## src/rtl/ioctl_dl_streamer.sv

```systemverilog
// ioctl_dl_streamer
//   Transmit side of the ioctl download interface. Pulls bytes from a local
//   valid/ready stream and replays them as ioctl_wr strobes with incrementing
//   addresses, framed by ioctl_download, for ROM/DIP/hiscore/sample loaders.
//
// Optional feature macro: IOCTL_DL_STREAMER_CHECKSUM_EN
//   Adds the checksum output: 8-bit modulo sum of all bytes written by the
//   current transfer. It is cleared on start and is stable from done until
//   the next start.
//
// Ports
//   clk_sys, reset_n        : clock, asynchronous active-low reset
//   start, index, length    : transfer request (sampled only when idle)
//   src_valid/src_data      : byte source; src_ready accepts a byte
//   ioctl_download/index    : transfer framing and captured index
//   ioctl_wr/addr/dout      : one-cycle write strobe with address and byte
//   ioctl_wait              : consumer backpressure, honoured between writes
//   busy, done              : not-idle flag, one-cycle completion pulse
//   checksum                : (optional) sum of written bytes

module ioctl_dl_streamer #(
    parameter int unsigned ADDR_W = 25,
    parameter int unsigned WR_GAP = 3,
    parameter int unsigned TAIL   = 2
) (
    input  logic              clk_sys,
    input  logic              reset_n,
    input  logic              start,
    input  logic [7:0]        index,
    input  logic [ADDR_W-1:0] length,
    input  logic              src_valid,
    input  logic [7:0]        src_data,
    output logic              src_ready,
    output logic              ioctl_download,
    output logic [7:0]        ioctl_index,
    output logic              ioctl_wr,
    output logic [ADDR_W-1:0] ioctl_addr,
    output logic [7:0]        ioctl_dout,
    input  logic              ioctl_wait,
    output logic              busy,
`ifdef IOCTL_DL_STREAMER_CHECKSUM_EN
    output logic [7:0]        checksum,
`endif
    output logic              done
);

    // The FETCH cycle before each write is itself an idle cycle, so GAP only
    // needs WR_GAP-1 cycles to give WR_GAP idle cycles between strobes. GAP
    // always lasts at least one cycle so ioctl_wait is always checked there.
    localparam int unsigned GapCycles = (WR_GAP > 1) ? WR_GAP - 1 : 1;
    localparam int unsigned TmrMax    = (GapCycles > TAIL) ? GapCycles : TAIL;
    localparam int unsigned TmrW      = $clog2(TmrMax + 1);

    localparam logic [TmrW-1:0] GapLast  = TmrW'(GapCycles - 1);
    localparam logic [TmrW-1:0] TailLast = TmrW'(TAIL - 1);
    localparam logic [TmrW-1:0] TmrSat   = TmrW'(TmrMax - 1);

    typedef enum logic [2:0] {
        StIdle,
        StSetup,
        StFetch,
        StWrite,
        StGap,
        StTail
    } state_e;

    state_e            state_q, state_d;
    logic [TmrW-1:0]   tmr_q;
    logic [ADDR_W-1:0] len_q;
    logic [ADDR_W-1:0] cnt_q;
    logic [ADDR_W-1:0] addr_q;
    logic [7:0]        dout_q;
    logic [7:0]        idx_q;
    logic              done_q;
    logic              gap_done;
    logic              accept;

    assign gap_done = (tmr_q >= GapLast);
    assign accept   = (state_q == StFetch) && src_valid;

    // ------------------------------------------------------------------
    // State register
    // ------------------------------------------------------------------
    always_ff @(posedge clk_sys or negedge reset_n) begin
        if (!reset_n) begin
            state_q <= StIdle;
        end else begin
            state_q <= state_d;
        end
    end

    // ------------------------------------------------------------------
    // Next-state logic
    // ------------------------------------------------------------------
    always_comb begin
        state_d = state_q;
        unique case (state_q)
            StIdle:  if (start) state_d = StSetup;
            StSetup: state_d = (len_q == '0) ? StTail : StFetch;
            StFetch: if (src_valid) state_d = StWrite;
            StWrite: state_d = StGap;
            StGap: begin
                if (gap_done && !ioctl_wait) begin
                    state_d = (cnt_q == len_q) ? StTail : StFetch;
                end
            end
            StTail:  if (tmr_q == TailLast) state_d = StIdle;
            default: state_d = StIdle;
        endcase
    end

    // ------------------------------------------------------------------
    // Output decode
    // ------------------------------------------------------------------
    always_comb begin
        src_ready      = 1'b0;
        ioctl_wr       = 1'b0;
        ioctl_download = 1'b1;
        busy           = 1'b1;
        unique case (state_q)
            StIdle: begin
                ioctl_download = 1'b0;
                busy           = 1'b0;
            end
            StFetch: src_ready = 1'b1;
            StWrite: ioctl_wr  = 1'b1;
            default: ;
        endcase
    end

    assign ioctl_index = idx_q;
    assign ioctl_addr  = addr_q;
    assign ioctl_dout  = dout_q;
    assign done        = done_q;

    // ------------------------------------------------------------------
    // Datapath and timers
    // ------------------------------------------------------------------
    always_ff @(posedge clk_sys or negedge reset_n) begin
        if (!reset_n) begin
            tmr_q  <= '0;
            len_q  <= '0;
            cnt_q  <= '0;
            addr_q <= '0;
            dout_q <= '0;
            idx_q  <= '0;
            done_q <= 1'b0;
        end else begin
            // Shared GAP/TAIL timer: restarts on every state change and
            // saturates so a long ioctl_wait cannot wrap it.
            if (state_q != state_d) begin
                tmr_q <= '0;
            end else if (tmr_q != TmrSat) begin
                tmr_q <= tmr_q + 1'b1;
            end

            if (state_q == StIdle && start) begin
                idx_q <= index;
                len_q <= length;
                cnt_q <= '0;
            end

            // Address and byte are latched together so both hold after the
            // strobe, while the counter already points at the next byte.
            if (accept) begin
                dout_q <= src_data;
                addr_q <= cnt_q;
            end

            if (state_q == StWrite) begin
                cnt_q <= cnt_q + 1'b1;
            end

            done_q <= (state_q == StTail) && (state_d == StIdle);
        end
    end

`ifdef IOCTL_DL_STREAMER_CHECKSUM_EN
    logic [7:0] csum_q;

    always_ff @(posedge clk_sys or negedge reset_n) begin
        if (!reset_n) begin
            csum_q <= '0;
        end else if (state_q == StIdle && start) begin
            csum_q <= '0;
        end else if (state_q == StWrite) begin
            csum_q <= csum_q + dout_q;
        end
    end

    assign checksum = csum_q;
`endif

endmodule

```

## config.mk

```make
export PLATFORM = sky130hd
export DESIGN_NAME = ioctl_dl_streamer
export DESIGN_NICKNAME = d
export VERILOG_FILES = /design/src/rtl/ioctl_dl_streamer.sv
export SDC_FILE = /design/constraint.sdc
export NUM_CORES = 1
export LEC_CHECK = 0
export BUFFER_PORTS_ARGS = -buffer_cell sky130_fd_sc_hd__buf_2
export CAP_MARGIN = 10
export CORE_UTILIZATION = 50
export DETAILED_ROUTE_END_ITERATION = 10
export GPL_TIMING_DRIVEN = 0
export PLACE_DENSITY_LB_ADDON = 0.05
export SETUP_SLACK_MARGIN = 0.02
export SKIP_CTS_REPAIR_TIMING = 1
export SLEW_MARGIN = 25
export SYNTH_ARGS = -nofsm -noshare
export SYNTH_HDL_FRONTEND = slang
export SYNTH_SLANG_ARGS = --single-unit
```

## constraint.sdc

```tcl
create_clock -name clk_sys -period 2.3 [get_ports clk_sys]
set_clock_uncertainty 0.15 [all_clocks]
set_input_delay 0.46 -clock clk_sys [delete_from_list [all_inputs] [get_ports clk_sys]]
set_output_delay 0.46 -clock clk_sys [all_outputs]
set_load 0.05 [all_outputs]
```

==> results_dict.tcl <==
set metrics [dict create \
    status "finished clean" \
    synth_nets 493 \
    worst_r2r_path_depth 7 \
    multi_input_area_sq_um 1960 \
    synth_flop_cell "dfrtp_1" \
    drt.antenna.violating_nets 0 \
    syn_inst 444 \
    tritoncts "built" \
    slowest_delay_ns 0.53 \
    p_total_w 0.00680 \
    drt_iter0_drc 176 \
    crit_family "buffers and inverters" \
    crit_path_max_fanout 10 \
    crit_path_frequent_cell "buf_8" \
    ios 92 \
    drcViolationCount 0 \
    placed_area_sq_um 5160 \
    cp-start-kind "flop" \
    placed_cells 644 \
    first_global_vias 3487 \
    synth_cell_types 41 \
    yosys-top-cells-area "dfrtp_1 54%, nand2_1 11%, mux2_2 8.5%, xnor2_1 2.9%, xor2_1 2.3%" \
    worst_pin_slew_ns 0.611 \
    fmax_mhz 449 \
    nNetsFinal 595 \
    fin_area_sq_um 5530 \
    cp_cell_sequence "nand3_4 > inv_4 > buf_8 > buf_8 > buf_8" \
    syn_avg_cell_area_sq_um 10.2 \
    final_layout_size_suffix_gt1_share_pct 31.6 \
    cp_data_arrival_time_ns 1.62 \
    p_leak_nw 2.79 \
    initial_utilization_pct 51.7 \
    synth_top_family_by_area "simple AND/OR/NAND/NOR gates" \
    cp_num_cells 5 \
    cts.sinks 97 \
    drv_cap 0 \
    timing.final.crit_share_pct 96.8 \
    synthMuxAreaShare_pct 10.3 \
    globalRouteOverflowTotal 0 \
    yosysSeqAreaShare_pct 53.8 \
    dpl.hpwl_mm 7.36 \
    layout_min_cycle_time_ns 2.23 \
    setup_ws_ns 0.0744 \
    setup_tns_ns 0 \
    synth_compound_area_share_pct 5.74 \
    critPathKind "reg -> out" \
    crit_buf_inv 4 \
    routed_via_density 5.33 \
    grt_use_total_pct 23.7 \
    synth.top_cell.area_share_pct 53.8 \
    slowest_stage "dfrtp_1" \
    die_area_sq_um 9410 \
    reg2reg_to "cnt_q[22]" \
    cts_buffers 9 \
    drtPass1Iterations 4 \
    drt-total-wl_mm 10.4 \
    vdd_drop_max_v 0.000660 \
    end_kind "output port" \
    slew_viol_final 0 \
    antenna-diode-count 0 \
    path_clk_slew_ns 0.09 \
    crit_required_ns 1.69 \
    synth_edf_count 0 \
    seq_area_sq_um 2430 \
    grt_pass1_wl_mm 17.4 \
    wl_met2_mm 4.94 \
    rsz0062_at_grt "true" \
    n_fill_cell 764 \
    area_growth_pct 22.5 \
    core_area_sq_um 8720 \
    syn_area_sq_um 4510 \
    r2r_slack_ns 0.13 \
    die_h_um 97.0 \
    cts.path.max_buffers 2 \
    relSlewSlack_pct 59.3 \
    ys.warnings.count 0 \
    fp-row-count 34 \
    detailroute.wirelength.met3_um 490 \
    htree_num_levels 3 \
    clockRootBuffer "clkbuf_8" \
    critPathCapture "ioctl_wr" \
    crit_start "state_q[1]" \
    wl_met1_mm 4.78 \
    antenna_found_initial 0 \
    top_layer_used "met4" \
    synth_async_sr_flop_share_pct 100 \
    fp.dieW_um 97.0 \
    synthAdderAreaFrac_pct 0.832 \
    pre_cts_ws_ns -0.427 \
    hold_violations 0 \
    ys_ff_latch 97 \
    clkLatencyLatePin_ns 0.37 \
    power.density_nw_per_um2 1230 \
    port_buffers 91 \
    crit-reg2reg-launch "cnt_q[7]" \
    wl_per_cell_um 15.7 \
    synth_largest_area_cell "dfrtp_1" \
    gp_congestion 0.819 \
    grt_max_degree 61 \
    layout.cells.non_filler 659 \
    synth-simple-area-share_pct 19.7 \
    hold_class "in -> reg" \
    synth_xor_area_share_pct 5.24 \
    vias 3512 \
    setup_viol 0 \
]
-- cell type report --
| class | count | share of cell area (%) |
|---|---|---|
| multi-input combinational | 312 | 35.4 |
| sequential | 97 | 44.0 |
| tap | 108 | 2.45 |
| buffer | 23 | 3.33 |
| timing repair buffer | 93 | 9.22 |
| inverter | 10 | 0.770 |
| clock inverter | 6 | 2.49 |
| clock buffer | 10 | 2.31 |
-- how the worst min path moves through the flow --
stage	slack, ns	depth (start not counted)	endpoint	start
floorplan	0.01	0	cnt_q[0]	reset_n
global placement	0.30	2	ioctl_index[6]	ioctl_index[6]
detailed placement	0.24	1	tmr_q[1]	reset_n
CTS	-0.16	1	tmr_q[1]	reset_n
global route	0.12	3	len_q[23]	length[23]
finish	0.13	3	len_q[13]	length[13]
-- power by group --
part | switching (W) | internal [W]
clock | 0.000602 | 0.000838
sequential | 0.000478 | 0.00219
combinational | 0.00179 | 0.000913
-- layer usage --
metal | vias to the layer above | global-route usage (%)
met5 | - | 0
met4 | 0 | 9.30
met3 | 12 | 4.12
met2 | 97 | 36.5
met1 | 1685 | 33.3
li1 | 1718 | -
-- worst min-delay path, cell delays in order --
cell and delay, ns:
buf_2 0.07, nand2_1 0.04, nand2_1 0.04
-- metrics by stage --
step	hold WS (ns)	util (%)
finish	0.125	63.4
global route	0.120	63.4
CTS	-0.165	62.2
detailed placement	0.241	59.1
global placement	0.305	58.7
floorplan	0.0144	-
-- registers in the layout, summed over array words and instances, names as in the netlist --
signal,flops
cnt_q,25
ioctl_addr,25
len_q,25
ioctl_dout,8
ioctl_index,8
state_q,3
tmr_q,2
done,1
-- layout by cell type (no fill, tap or decap), drive strengths merged, types with 2 or more instances in the layout --
cell type	netlist	routed
xor2	12	12
clkbuf	18	25
and3	2	2
nand2b	3	3
nor3	13	13
o211ai	2	2
or3	2	2
ha	3	3
mux2	34	34
mux2i	8	8
a31oi	5	5
nand4	11	11
and2	2	2
nor4	9	9
dfrtp	97	97
nor2	12	12
o21ai	18	18
o31ai	2	2
xnor2	15	15
bufinv	0	4
inv	10	11
nand2	127	127
buf	6	99
nand3	15	15
o311ai	3	3
a21oi	4	4
o41ai	3	3
-- synthesized netlist by cell type (2+ instances only) --
cell        n
xnor2_1    15
and2_1      2
o41ai_1     3
mux2_2     34
or3_1       2
a31oi_1     5
clkbuf_8    2
dfrtp_1    97
o211ai_1    2
inv_1      10
nor2_1     12
clkbuf_2    3
buf_2       4
xor2_1     12
nand2b_1    3
nand3_1    14
o311ai_0    3
nand4_1    11
nor4_1      9
nor3_1     12
clkbuf_1   13
ha_1        3
mux2i_1     8
a21oi_1     4
nand2_1   127
o31ai_1     2
o21ai_0    18
-- cells by family (layout without fill, tap and decap cells) --
group                    after synthesis  count (layout)
XOR/XNOR                              27              27
adder cells (fa/ha/maj)                3               3
AO/OA/AOI/OAI                         41              41
multiplexers                          42              42
flip-flops                            97              97
AND/OR/NAND/NOR                      199             199
buffers and inverters                 35             142
Note: power is estimated with default switching activity, not from simulation.
